===== src/rtl/filter_core_pkg.sv =====
// Types and timing defaults shared by the FPGA-Pico REQ/ACK link transmitter and receiver.
package filter_core_pkg;

   typedef enum logic [1:0] {
      IDLE,
      SETUP,
      WAIT_ACK_HI,
      WAIT_ACK_LO
   } tx_state_t;

   localparam int CLK_FREQ           = 50_000_000;
   localparam int DEFAULT_TX_TIMEOUT = CLK_FREQ;

   // Bits needed to hold 0..max_val; never less than one bit.
   function automatic int cnt_width(input int max_val);
      return (max_val < 1) ? 1 : $clog2(max_val + 1);
   endfunction

endpackage


===== src/rtl/sync_ff.sv =====
// Multi-flop synchronizer for a single asynchronous level (ack here, req on the receive side).
module sync_ff #(
   parameter int STAGES = 2
) (
   input  logic clk,
   input  logic reset,
   input  logic d,
   output logic q
);

   logic [STAGES-1:0] sync_q;
   logic [STAGES-1:0] sync_d;

   always_comb begin
      sync_d = {sync_q[STAGES-2:0], d};
   end

   always_ff @(posedge clk or posedge reset) begin
      if (reset) begin
         sync_q <= '0;
      end else begin
         sync_q <= sync_d;
      end
   end

   assign q = sync_q[STAGES-1];

endmodule


===== src/rtl/status_tx_handshake.sv =====
// FPGA-to-Pico status word transmitter: 4-phase REQ/ACK with a one-deep pending word,
// per-edge ack timeout and optional heartbeat resend of the last word.
module status_tx_handshake
   import filter_core_pkg::*;
#(
   parameter int DATA_WIDTH     = 4,
   parameter int SYNC_STAGES    = 2,
   parameter int SETUP_CYCLES   = 2,
   parameter int TIMEOUT_CYCLES = DEFAULT_TX_TIMEOUT,
   parameter int REFRESH_CYCLES = 0
) (
   input  logic                  clk,
   input  logic                  reset,
   input  logic [DATA_WIDTH-1:0] send_data,
   input  logic                  send_valid,
   input  logic                  ack,
   output logic                  req,
   output logic [DATA_WIDTH-1:0] tx_data,
   output logic                  busy,
   output logic                  done_pulse,
   output logic                  timeout_pulse,
   output logic                  drop_pulse
);

   localparam int CNT_MAX = (SETUP_CYCLES > TIMEOUT_CYCLES) ? SETUP_CYCLES : TIMEOUT_CYCLES;
   localparam int CNT_W   = cnt_width(CNT_MAX);
   localparam int REF_W   = cnt_width(REFRESH_CYCLES);

   localparam logic [CNT_W-1:0] SETUP_LAST   = CNT_W'(SETUP_CYCLES);
   localparam logic [CNT_W-1:0] TIMEOUT_LAST = CNT_W'(TIMEOUT_CYCLES - 1);
   localparam logic [CNT_W-1:0] CNT_SAT      = CNT_W'(CNT_MAX);
   localparam logic [REF_W-1:0] REF_LAST     = REF_W'((REFRESH_CYCLES > 0) ? REFRESH_CYCLES - 1 : 0);
   localparam logic [REF_W-1:0] REF_SAT      = REF_W'(REFRESH_CYCLES);

   tx_state_t             state_q, state_d;
   logic [CNT_W-1:0]      cnt_q, cnt_d, cnt_inc;
   logic [REF_W-1:0]      refresh_cnt_q, refresh_cnt_d;
   logic                  req_q, req_d;
   logic [DATA_WIDTH-1:0] tx_data_q, tx_data_d;
   logic [DATA_WIDTH-1:0] last_word_q, last_word_d;
   logic                  pend_valid_q, pend_valid_d;
   logic [DATA_WIDTH-1:0] pend_data_q, pend_data_d;
   logic                  timed_out_q, timed_out_d;
   logic                  done_q, done_d;
   logic                  timeout_q, timeout_d;
   logic                  drop_q, drop_d;
   logic                  launch;
   logic                  send_taken;
   logic [DATA_WIDTH-1:0] launch_word;
   logic                  ack_s;

   sync_ff #(
      .STAGES (SYNC_STAGES)
   ) u_ack_sync (
      .clk   (clk),
      .reset (reset),
      .d     (ack),
      .q     (ack_s)
   );

   assign cnt_inc = (cnt_q == CNT_SAT) ? cnt_q : cnt_q + CNT_W'(1);

   always_comb begin
      state_d       = state_q;
      cnt_d         = cnt_q;
      refresh_cnt_d = '0;
      req_d         = req_q;
      tx_data_d     = tx_data_q;
      last_word_d   = last_word_q;
      pend_valid_d  = pend_valid_q;
      pend_data_d   = pend_data_q;
      timed_out_d   = timed_out_q;
      done_d        = 1'b0;
      timeout_d     = 1'b0;
      drop_d        = 1'b0;
      launch        = 1'b0;
      send_taken    = 1'b0;
      launch_word   = '0;

      case (state_q)
         IDLE: begin
            // A stale ack from the previous exchange blocks any launch until it clears.
            if (!ack_s) begin
               if (pend_valid_q) begin
                  launch       = 1'b1;
                  launch_word  = pend_data_q;
                  pend_valid_d = 1'b0;
               end else if (send_valid) begin
                  launch      = 1'b1;
                  launch_word = send_data;
                  send_taken  = 1'b1;
               end else if (REFRESH_CYCLES > 0 && refresh_cnt_q >= REF_LAST) begin
                  launch      = 1'b1;
                  launch_word = last_word_q;
               end
            end
            if (REFRESH_CYCLES > 0 && !launch && !pend_valid_q && !send_valid) begin
               refresh_cnt_d = (refresh_cnt_q == REF_SAT) ? refresh_cnt_q : refresh_cnt_q + REF_W'(1);
            end
         end
         SETUP: begin
            if (cnt_q == SETUP_LAST) begin
               req_d   = 1'b1;
               cnt_d   = '0;
               state_d = WAIT_ACK_HI;
            end else begin
               cnt_d = cnt_inc;
            end
         end
         WAIT_ACK_HI: begin
            // Timeout is tested first so it wins over an ack arriving on the same edge.
            if (cnt_q == TIMEOUT_LAST) begin
               req_d       = 1'b0;
               timeout_d   = 1'b1;
               timed_out_d = 1'b1;
               cnt_d       = '0;
               state_d     = WAIT_ACK_LO;
            end else if (ack_s) begin
               req_d   = 1'b0;
               cnt_d   = '0;
               state_d = WAIT_ACK_LO;
            end else begin
               cnt_d = cnt_inc;
            end
         end
         WAIT_ACK_LO: begin
            if (cnt_q == TIMEOUT_LAST) begin
               timeout_d = 1'b1;
               cnt_d     = '0;
               state_d   = IDLE;
            end else if (!ack_s) begin
               done_d  = !timed_out_q;
               cnt_d   = '0;
               state_d = IDLE;
            end else begin
               cnt_d = cnt_inc;
            end
         end
         default: begin
            state_d = IDLE;
            req_d   = 1'b0;
            cnt_d   = '0;
         end
      endcase

      if (launch) begin
         tx_data_d   = launch_word;
         last_word_d = launch_word;
         timed_out_d = 1'b0;
         cnt_d       = '0;
         state_d     = SETUP;
      end

      // Anything not launched directly lands in pending; latest word wins.
      if (send_valid && !send_taken) begin
         drop_d       = pend_valid_d;
         pend_valid_d = 1'b1;
         pend_data_d  = send_data;
      end
   end

   always_ff @(posedge clk or posedge reset) begin
      if (reset) begin
         state_q       <= IDLE;
         cnt_q         <= '0;
         refresh_cnt_q <= '0;
         req_q         <= 1'b0;
         tx_data_q     <= '0;
         last_word_q   <= '0;
         pend_valid_q  <= 1'b0;
         pend_data_q   <= '0;
         timed_out_q   <= 1'b0;
         done_q        <= 1'b0;
         timeout_q     <= 1'b0;
         drop_q        <= 1'b0;
      end else begin
         state_q       <= state_d;
         cnt_q         <= cnt_d;
         refresh_cnt_q <= refresh_cnt_d;
         req_q         <= req_d;
         tx_data_q     <= tx_data_d;
         last_word_q   <= last_word_d;
         pend_valid_q  <= pend_valid_d;
         pend_data_q   <= pend_data_d;
         timed_out_q   <= timed_out_d;
         done_q        <= done_d;
         timeout_q     <= timeout_d;
         drop_q        <= drop_d;
      end
   end

   assign req           = req_q;
   assign tx_data       = tx_data_q;
   assign busy          = (state_q != IDLE) || pend_valid_q;
   assign done_pulse    = done_q;
   assign timeout_pulse = timeout_q;
   assign drop_pulse    = drop_q;

endmodule


===== config.mk =====
export PLATFORM = sky130hd
export DESIGN_NAME = status_tx_handshake
export DESIGN_NICKNAME = d
export VERILOG_FILES = /design/src/rtl/filter_core_pkg.sv /design/src/rtl/sync_ff.sv /design/src/rtl/status_tx_handshake.sv
export SDC_FILE = /design/constraint.sdc
export NUM_CORES = 1
export LEC_CHECK = 0
export CAP_MARGIN = 0
export CORE_MARGIN = 3
export CORE_UTILIZATION = 40
export CTS_CLUSTER_SIZE = 16
export DETAILED_ROUTE_END_ITERATION = 10
export SLEW_MARGIN = 20
export SYNTH_ARGS = -nofsm -noshare
export SYNTH_HDL_FRONTEND = slang
export SYNTH_SLANG_ARGS = --single-unit

===== constraint.sdc =====
create_clock -name clk -period 2.8 [get_ports clk]
set_input_delay 0.28 -clock clk [delete_from_list [all_inputs] [get_ports clk]]
set_output_delay 0.28 -clock clk [all_outputs]
set_load 0.01 [all_outputs]

# == After elaboration in Yosys (flattened, before gate mapping) ==
# Cells that the tools add are included.
# totals
input_bits,8
reg_bits,44
output_inout_bits,9
elab_cells,79
# op_classes
reduce_logical,14
add_sub_neg,1
n_eq_ne,11
muxes,42
# op_table
op,n
$mux W26,7
$pmux W26 S3,1
$eq A26 B26 Y1 const B,2
$add A26 B1 Y26 const B,1
$eq A26 B2 Y1 const B,1
$mux W1,22
$mux W4,4
$mux W2,6
$reduce_bool A2 Y1,4
$pmux W2 S3,1
$eq A2 B2 Y1 const B,2
$ne A4 B3 Y1 const B,1
$ne A4 B4 Y1 const B,1
$reduce_and A4 Y1,1
$reduce_bool A4 Y1,1
$ne A3 B2 Y1 const B,1
$ne A3 B3 Y1 const B,1
$reduce_and A3 Y1,1
$eq A2 B1 Y1 const B,1
$logic_not A1 Y1,2
$logic_not A2 Y1,1
$ne A2 B2 Y1 const B,1
$pmux W1 S2,1
$reduce_and A2 Y1,1
other kinds (3),3

# == Longest topological paths before layout ==
# Gate-level depths: netlist of run 1.
# depth
depth_word,7
depth_mapped,9

# == Modules after synthesis ==
# Synthesis of run 1 repeated with hierarchy kept, for this count alone.
# hier_totals
cells_unflattened,266
hier_area_um2,2443.6
# by_module_without_submodules
mod,n_inst,area_each_um2,cells_per_inst,seq_area_each_um2
status_tx_handshake,1,2389.8,263,1051.0
sync_ff,1,53.8,3,50.0

# == Worst setup path before layout of run 1 ==
# No wires, ideal clock.
# synth_path
path_type,reg2reg
from,register cnt_q[16]
to,register cnt_q[0]
path_buffers,1
stages_incl_launch_ff,8
period_less_slack_ns,2.153
arrival_time_ns,2.033
path_slack_ns,0.647
required_time_ns,2.681
path_cell_list,dfrtp_1 > or3_4 > nor4_4 > nand3_2 > a221o_1 > nand2_2 > buf_6 > nor2_1
# synth_via
elab_chain_cells,6
# synth_lines
element,line,source
start: declaration,status_tx_handshake.sv:36,"logic [CNT_W-1:0] cnt_q, cnt_d, cnt_inc;"
start signal: assignment,status_tx_handshake.sv:178,cnt_q <= cnt_d;
$eq A26 B26 Y1,status_tx_handshake.sv:61,assign cnt_inc = (cnt_q == CNT_SAT) ? cnt_q : cnt_q + CNT_W'(1);
$mux W26,status_tx_handshake.sv:61,
$mux W26 (on tied branches),"status_tx_handshake.sv:131, status_tx_handshake.sv:118",
$mux W26 (on tied branches),"status_tx_handshake.sv:127, status_tx_handshake.sv:112",
$pmux W26 S3 (*),status_tx_handshake.sv:80,case (state_q)
$mux W26 (*),status_tx_handshake.sv:146,if (launch) begin
# Mark *: on every way between the ends. The rest lies on a longest branch, timed or not.
# A chain may end at the register's enable or synchronous reset.

# == Worst setup path in the final report of run 1 ==
# layout_path
from,register state_q[0]
to,register cnt_q[6]
# layout_via
elab_chain_cells,3
# layout_lines
element,line,source
start: declaration,status_tx_handshake.sv:35,"tx_state_t state_q, state_d;"
start signal: assignment,status_tx_handshake.sv:177,state_q <= state_d;
$eq A2 B2 Y1 (tied with other cells),status_tx_handshake.sv:80,
$pmux W26 S3 / $mux W1 (equally long branches),status_tx_handshake.sv:80,
$mux W26 / $reduce_bool A4 Y1 (equally long branches),n/a,
# Several ways; a longest one is shown, not always the timed one.

==> metrics list, run 1 <==
- Run status: finished clean
- Number of endpoints with negative hold slack in the final report: 0
* Antenna diodes: 0
- R2r worst-path depth: 9
* Arrival time at the worst endpoint: 2640 ps
* Final worst clock skew: 9.32 ps
- Max transition margin: 38.4%
- Critical path data required time: 3000 ps
- After synthesis the cells add up to 2390 um^2.
* Top achievable clock speed: 409 MHz
- Largest net degree at the start of global routing: 45
- The number of hold buffers added after CTS was 0.
- Reg-to-reg startpoint: state_q[0]$_DFFE_PP0P_
- Clock tree synthesis selected as its root buffer the cell sky130_fd_sc_hd__clkbuf_8.
* Endpoint kind of the worst setup timing path: register
- The most used flip-flop cell after synthesis is sky130_fd_sc_hd__dfrtp_1.
- Share of Yosys cell area claimed by the top area cell type: 46.0%
* Core footprint: 5640 um^2
* Final Instance Count excl. Fillers: 349
- Dominant cell type by area after synthesis: sky130_fd_sc_hd__dfrtp_1
- Measured along the x axis, the die boundary spans 83.4 um.
- Routability-driven placement finished with a final weighted congestion of 0.826.
- Global routing used 15.4% of the available tracks across all layers.
- Remaining antenna violation count after routing: 0
- Total of cells resized after clock tree synthesis: 0
- Number of warnings issued by yosys: 0
- The number of antenna violations at the first check in global routing was 0.
- Final-stage net count: 292
- Sequential cell area fraction in the yosys report: 46.0%
* Total die area: 6950 um^2
- The wire-length estimate of the detail-placed layout is 3550 um.
* Setup Total Neg Slack: 0 ps
- Worst-skew pair later-pin latency: 310 ps
- The post-route netlist has 11.2% of its cells at a drive strength greater than 1.
* Synth top cells by count: sky130_fd_sc_hd__nor2_1, sky130_fd_sc_hd__dfrtp_1, sky130_fd_sc_hd__nand2_1
- Unrepaired setup endpoints after global routing: no
- Static Leakage: 1.20 nW
- Worst slack, placed: 371 ps
- CTS tree: done
* VDD IR-drop max: 0.000454 V
- Maximum net fanout on the critical path: 7
- The startpoint identified for the worst hold timing path is u_ack_sync.sync_q[0]$_DFF_PP0_.
- # Max-Cap Violations: 0
* Number of distinct library cells after synthesis: 43
* Largest cells by area after synthesis: sky130_fd_sc_hd__dfrtp_1, sky130_fd_sc_hd__nor2_1, sky130_fd_sc_hd__xor2_1
- Hold Slack: 356 ps
- Inserted Clock Buffers: 5
- Synth-to-layout area growth: 16.1%
* Number of design rule violations left after detail routing: 0
* Setup-violating endpoint count in the final report: 0
* Total count of max-transition violations in the final report: 0
- Vias in the first global route: 1762
- Port buffering added 16 buffers.
- Once the floorplan was initialized, standard cells occupied 42.4% of the core.
* Per-instance average area after synthesis: 9.46 um^2
- Wire length of the first global-routing pass: 8740 um
- Fraction of synthesis flops using an asynchronous set or reset pin: 100%
* Routed length per placed instance: 14.7 um
- For this block, the initial DRC count from the detailed router was 70.
- By instance count, the leading cell after synthesis is sky130_fd_sc_hd__nor2_1.
- Minimum setup slack in the final design: 354 ps
* Post-Syn Nets: 269
- For this design, the sink count on the clock tree is 44.
- H-tree Lvls: 2
* Y dimension of the die: 83.4 um
* Setup Fix Bufs, Post-CTS: 0
- Total instance count after detailed placement: 341
- The routed layout has 1867 vias.
- Summing internal, switching and leakage power gives 2.33 mW.
- The floorplan has 27 rows.
* Ports: 17
- Slew at the pin closest to its max-slew limit: 923 ps
- Cell Pwr Density: 839 nW/um^2
* FF+latch count, synth: 44
- The worst setup path is launched from a register.
- Dividing the detail-routed via count by the number of cells gives 5.35.
- For this run the aggregate overflow at the end of global routing stands at 0.
* Capturing element of the worst setup path: cnt_q[6]$_DFFE_PP0P_
- Setup slack on the worst reg-to-reg path comes out at 350 ps.
- After detailed routing, the total wire length is 5140 um.
* Pre-antenna DRT Iters: 4
* CP Class: reg2reg
- In this run the critical register-to-register path is captured at cnt_q[6]$_DFFE_PP0P_.
- Clock-pin slew was measured on the worst setup and hold paths at 90 ps.
* Final Cycle Share: 87.4%
- The longest clock path from root to sink contains 2 buffers.
- EDFF count, synth: 0
- In this run the worst hold path is classified as reg2reg.
- Setup crit start: state_q[0]$_DFFE_PP0P_
- Number of instances in the synthesized netlist: 253
* Clock period minus final worst setup slack: 2450 ps
- Fill cells in the final layout number 524.
[routing by layer]
metal | wire length, um | part of all wire [%] | global-route usage, %
met5 | 0 | 0 | 0
met4 | 69 | 1.3 | 5.05
met3 | 227 | 4.4 | 3.27
met2 | 2370 | 46 | 24.1
met1 | 2480 | 48 | 21.0
[cells by family after synthesis]
group	Yosys count	share of synthesized area [%]
compound gates	29	8.36
xor+xnor	24	8.78
fa+ha+maj	8	4.18
buf+inv	19	3.61
flops	44	46.0
mux	5	2.35
simple gates	124	26.7
[per-stage QoR]
stage	utilization (%)	instance area (um^2)
3_3_place_gp	47.2	2660
3_5_place_dp	47.2	2660
5_1_grt	49.3	2780
6_report	49.3	2780
2_1_floorplan	-	2390
4_1_cts	49.3	2780
[how the worst min path moves through the flow]
stage	slack, ps	to	depth (start not counted)
global placement	340	u_ack_sync.sync_q[1]$_DFF_PP0_	0
CTS	360	u_ack_sync.sync_q[1]$_DFF_PP0_	0
detailed placement	330	u_ack_sync.sync_q[1]$_DFF_PP0_	0
global route	360	u_ack_sync.sync_q[1]$_DFF_PP0_	0
finish	360	u_ack_sync.sync_q[1]$_DFF_PP0_	0
floorplan	310	u_ack_sync.sync_q[0]$_DFF_PP0_	0
[cells in the final DEF, fill, tap and decap left out, types with 2 or more instances in the layout]
master                             n
sky130_fd_sc_hd__nand3_1          10
sky130_fd_sc_hd__nand2b_1          4
sky130_fd_sc_hd__a221oi_2          2
sky130_fd_sc_hd__nor3_1            2
sky130_fd_sc_hd__xnor2_1          11
sky130_fd_sc_hd__buf_4             5
sky130_fd_sc_hd__nand4_1          10
sky130_fd_sc_hd__ha_1              8
sky130_fd_sc_hd__clkbuf_8          5
sky130_fd_sc_hd__inv_1            12
sky130_fd_sc_hd__and4_1            3
sky130_fd_sc_hd__nor4_2            2
sky130_fd_sc_hd__mux2_2            5
sky130_fd_sc_hd__a32o_1            2
sky130_fd_sc_hd__nand2_1          24
sky130_fd_sc_hd__xor2_1           13
sky130_fd_sc_hd__o21ai_0           7
sky130_fd_sc_hd__dfrtp_1          44
sky130_fd_sc_hd__o21ai_1           2
sky130_fd_sc_hd__and3_1            6
sky130_fd_sc_hd__nor2_1           46
sky130_fd_sc_hd__a21oi_1           7
sky130_fd_sc_hd__clkdlybuf4s50_1  16
sky130_fd_sc_hd__o22ai_1           2
sky130_fd_sc_hd__nor4_1            6
[state kept, by name, summed over array words and instances, names as in the netlist]
register / cells
state_q: 2
cnt_q: 26
tx_data: 4
timed_out_q: 1
u_ack_sync.sync_q: 2
pend_data_q: 4
timeout_pulse: 1
drop_pulse: 1
done_pulse: 1
pend_valid_q: 1
req: 1
[worst max-delay path: stages (launching register included)]
cell                       delay [ps]
sky130_fd_sc_hd__dfrtp_1          420
sky130_fd_sc_hd__inv_1            100
sky130_fd_sc_hd__ha_1             370
sky130_fd_sc_hd__nor2_1           320
sky130_fd_sc_hd__o21ai_0          340
sky130_fd_sc_hd__a21boi_1         230
sky130_fd_sc_hd__buf_4            190
sky130_fd_sc_hd__and3_1           190
sky130_fd_sc_hd__xnor2_1          140
sky130_fd_sc_hd__nor2_1            50
[power by group]
| part | switching (mW) | internal (mW) |
|---|---|---|
| registers | 0.0879 | 0.727 |
| clock network | 0.239 | 0.269 |
| logic | 0.576 | 0.434 |
[layout make-up]
cell class / instances / area (um^2) / share of cell area [%]
Sequential cell: 44 / 1100 / 39.6
Tap cell: 72 / 90.1 / 3.24
Multi-Input combinational cell: 190 / 1210 / 43.4
Clock inverter: 3 / 46.3 / 1.67
Inverter: 13 / 48.8 / 1.76
Clock buffer: 5 / 68.8 / 2.48
Timing Repair Buffer: 22 / 218 / 7.83
(Power assumes the default switching activity.)
==> run 2: changes to the inputs <==
--- a/config.mk
+++ b/config.mk
@@ -5,11 +5,11 @@
 export SDC_FILE = /design/constraint.sdc
 export NUM_CORES = 1
 export LEC_CHECK = 0
-export CAP_MARGIN = 0
 export CORE_MARGIN = 3
-export CORE_UTILIZATION = 40
+export CORE_UTILIZATION = 51
 export CTS_CLUSTER_SIZE = 16
 export DETAILED_ROUTE_END_ITERATION = 10
+export PLACE_DENSITY_LB_ADDON = 0.12
 export SLEW_MARGIN = 20
 export SYNTH_ARGS = -nofsm -noshare
 export SYNTH_HDL_FRONTEND = slang
==> run 2 against run 1 <==
- clock skew is 0.59 ps higher
- final area is 0.68% lower
- first-iteration DRC count is 7.1% higher
- power is 0.20% higher
- maximum frequency is 3.5% higher
- sequential share of layout area is 0.27 points higher
- wire length is 10% lower
- die area is 20% lower
- utilization is 13 points higher
- count of clock-buffer cells in the layout is 1 higher
- register-to-register slack better by 80 ps
- critical path type unchanged
- largest power group unchanged
==> metrics list, run 2 (same netlist as run 1, synthesis figures left out) <==
- Run status: finished clean
- Number of antenna violations at the first check in global routing: 0 (unchanged)
- The detailed router's first-iteration violation count was 75 (+7.1%).
- Largest net degree at the start of global routing: 25 (-44%)
* Number of placement rows: 24 (-11%)
- The peak clock frequency supported by timing was 423 MHz (+3.5%).
- The minimum clock period after layout came to 2360 ps (-82.5 ps).
- Cell with the largest stage delay on the worst path: sky130_fd_sc_hd__or4_1
- Final-stage net count: 292 (unchanged)
- The last weighted congestion value of the routability-driven placer came to 0.869 (+5.2%).
- Inserted Clock Buffers: 5 (unchanged)
- The number of placed instances with taps included came to 321 (-5.9%).
- The detailed placer's ending HPWL came to 3310 um (-6.6%).
- The total inserted antenna cells came to 0 (unchanged).
- The data arrival time of the critical path is 2560 ps (-80 ps).
- The number of fillers in the final layout was 398 (-24%).
- The largest fanout of any net on the critical path is 5 (-2).
- Reg-to-reg startpoint: cnt_q[3]$_DFFE_PP0P_
- The number of flip-flops in the largest register is 26 (unchanged).
- Instance area after placement: 2640 um^2 (-0.94%)
* Pre-antenna DRT Iters: 4 (unchanged)
- Count of buffer and inverter cells on the critical path: 0 (-2)
- The setup-violating endpoint count in the final report was 0 (unchanged).
- Total via count after detailed routing: 1831 (-1.9%)
* Minimum setup slack in the final design: 436 ps (+82.5 ps)
- Static Leakage: 1.21 nW (+0.42%)
- The sum of overflow across all layers after global routing was 0 (unchanged).
- The count of hold buffers inserted by post-cts repair was 0 (unchanged).
- The required arrival time at the worst endpoint is 3000 ps (about the same).
* Endpoint kind of the worst setup timing path: register
* Pwr Total: 2.34 mW (+0.20%)
- Clock sink total: 44 (unchanged)
- The signal on the critical path passes through or4_1, nor4_2, nand4_1, a221oi_2, nor2_1, a211oi_1.
- Number of endpoints with negative hold slack in the final report: 0 (unchanged)
- The initial standard-cell utilization of the core is 53.9% (+11 points).
- Compared with the post-synthesis result, the final layout area differs by 15.3%.
* Vias in the first global route: 1704 (-3.3%)
- The pre-CTS setup slack came to 426 ps (+55.5 ps).
* Ports: 17 (unchanged)
* Path category of the worst min-delay check: in2async
- Setup repair after global routing left no endpoint under its margin.
- TritonCTS built the clock tree.
- The number of buffers added on ports came to 16 (unchanged).
* Startpoint class of the critical path: register
- The die width came to 74.5 um (-11%).
- Total die area: 5550 um^2 (-20%)
- The worst slew slack as a fraction of its limit was 69.8% (+31 points).
- The H-tree depth is 2 (unchanged).
- VDD IR-drop max: 0.000482 V (+6.2%)
* Clock tree root buffer cell: sky130_fd_sc_hd__clkbuf_8
- The DRC violation count after routing came to 0 (unchanged).
- Slew at the pin closest to its max-slew limit: 450 ps (-473 ps)
- The first-pass GRT wire length came to 8090 um (-7.4%).
- The final cell area excluding filler cells came to 2760 um^2 (-0.68%).
* Largest register by flop count: cnt_q
- The global-route total usage across every layer was 19.0% (+3.7 points).
* Kind of cell adding the most delay to the critical path: simple AND/OR/NAND/NOR gates
- Clk slew on worst S/H paths: 90 ps (about the same)
- Core footprint: 4440 um^2 (-21%)
- The critical path starts at cnt_q[3]$_DFFE_PP0P_.
- Cell Pwr Density: 847 nW/um^2 (+0.88%)
* Final Instance Count excl. Fillers: 329 (-5.7%)
- The number of pins with negative max-slew slack in the final report is 0 (unchanged).
* Setup Total Neg Slack: 0 ps (unchanged)
- The final routed wirelength across all metal layers is 4620 um (-10%).
- The critical path is of the reg2reg type.
- Y dimension of the die: 74.5 um (-11%)
- The count of cells resized by post-cts repair came to 0 (unchanged).
* Setup Fix Bufs, Post-CTS: 0 (unchanged)
- Worst-skew pair later-pin latency: 300 ps (about the same)
- The maximum clock path buffer count was 2 (unchanged).
- The routed length per instance is 14.0 um (-4.7%).
- Layout cells sized above 1: 10.8% (-0.36 points)
- Slowest cell delay on critical path: 610 ps (+190 ps)
- Remaining antenna violation count after routing: 0 (unchanged)
- Leaving out fill and tap cells, the most frequent cell in the layout is sky130_fd_sc_hd__nor2_1.
- The largest clock skew in the final design was 9.90 ps (+0.586 ps).
* Top library cells by usage in the layout, fill and taps aside: sky130_fd_sc_hd__nor2_1, sky130_fd_sc_hd__dfrtp_1, sky130_fd_sc_hd__nand2_1
- Vias per inst: 5.57 (+4.0%)
* # Max-Cap Violations: 0 (unchanged)
- Final Cycle Share: 84.4% (-2.9 points)
==> run 2: cell count changes in the layout (fill, tap and decap cells not counted), sizes merged <==
cell,previous run,this run
clkbuf,5,6
inv,14,12
clkinvlp,1,0
clkinv,0,2
==> run 2: layer usage <==
metal,up-vias,track usage [%],part of all wire (%)
met2,28,26.6,44
met3,7,4.59,3.1
li1,927,-,-
met5,-,0,0
met4,0,7.31,1.4
met1,869,28.3,51
==> run 2: cell type report <==
| type | instances | area [um^2] | area share, % |
|---|---|---|---|
| flip-flops and latches | 44 | 1100 | 39.9 |
| clock buffers | 6 | 82.6 | 2.99 |
| inverters | 13 | 48.8 | 1.77 |
| multi-input cells | 190 | 1210 | 43.7 |
| well taps | 52 | 65.1 | 2.36 |
| repair buffers | 22 | 218 | 7.89 |
| clock inverters | 2 | 38.8 | 1.41 |
==> run 2: final timing paths <==
| kind | endpoint | slack [ps] | cells past startpoint |
|---|---|---|---|
| worst max-delay path | state_q[1]$_DFFE_PP0P_ | 440 | 6 |
| worst min-delay path | pend_data_q[0]$_DFFE_PP0P_ | 170 | 2 |
| worst max register to register | state_q[1]$_DFFE_PP0P_ | 440 | 6 |
| worst min register to register | u_ack_sync.sync_q[1]$_DFF_PP0_ | 370 | 0 |
| max in group asynchronous | cnt_q[17]$_DFFE_PP0P_ | 2080 | 3 |
| min in group clk | u_ack_sync.sync_q[1]$_DFF_PP0_ | 370 | 0 |
==> run 2: through the flow <==
stage	util, %	hold WS (ps)
CTS	62.1	175
global placement	59.4	337
global route	62.1	180
floorplan	-	311
detailed placement	59.4	341
finish	62.1	174
==> run 2: power breakdown <==
group | switching (mW) | internal (mW) | total (mW) | leakage (nW)
combinational | 0.557 | 0.452 | 1.01 | 0.570
clock | 0.218 | 0.292 | 0.510 | 0.0614
sequential | 0.0909 | 0.728 | 0.819 | 0.578
total | 0.866 | 1.47 | 2.34 | 1.21
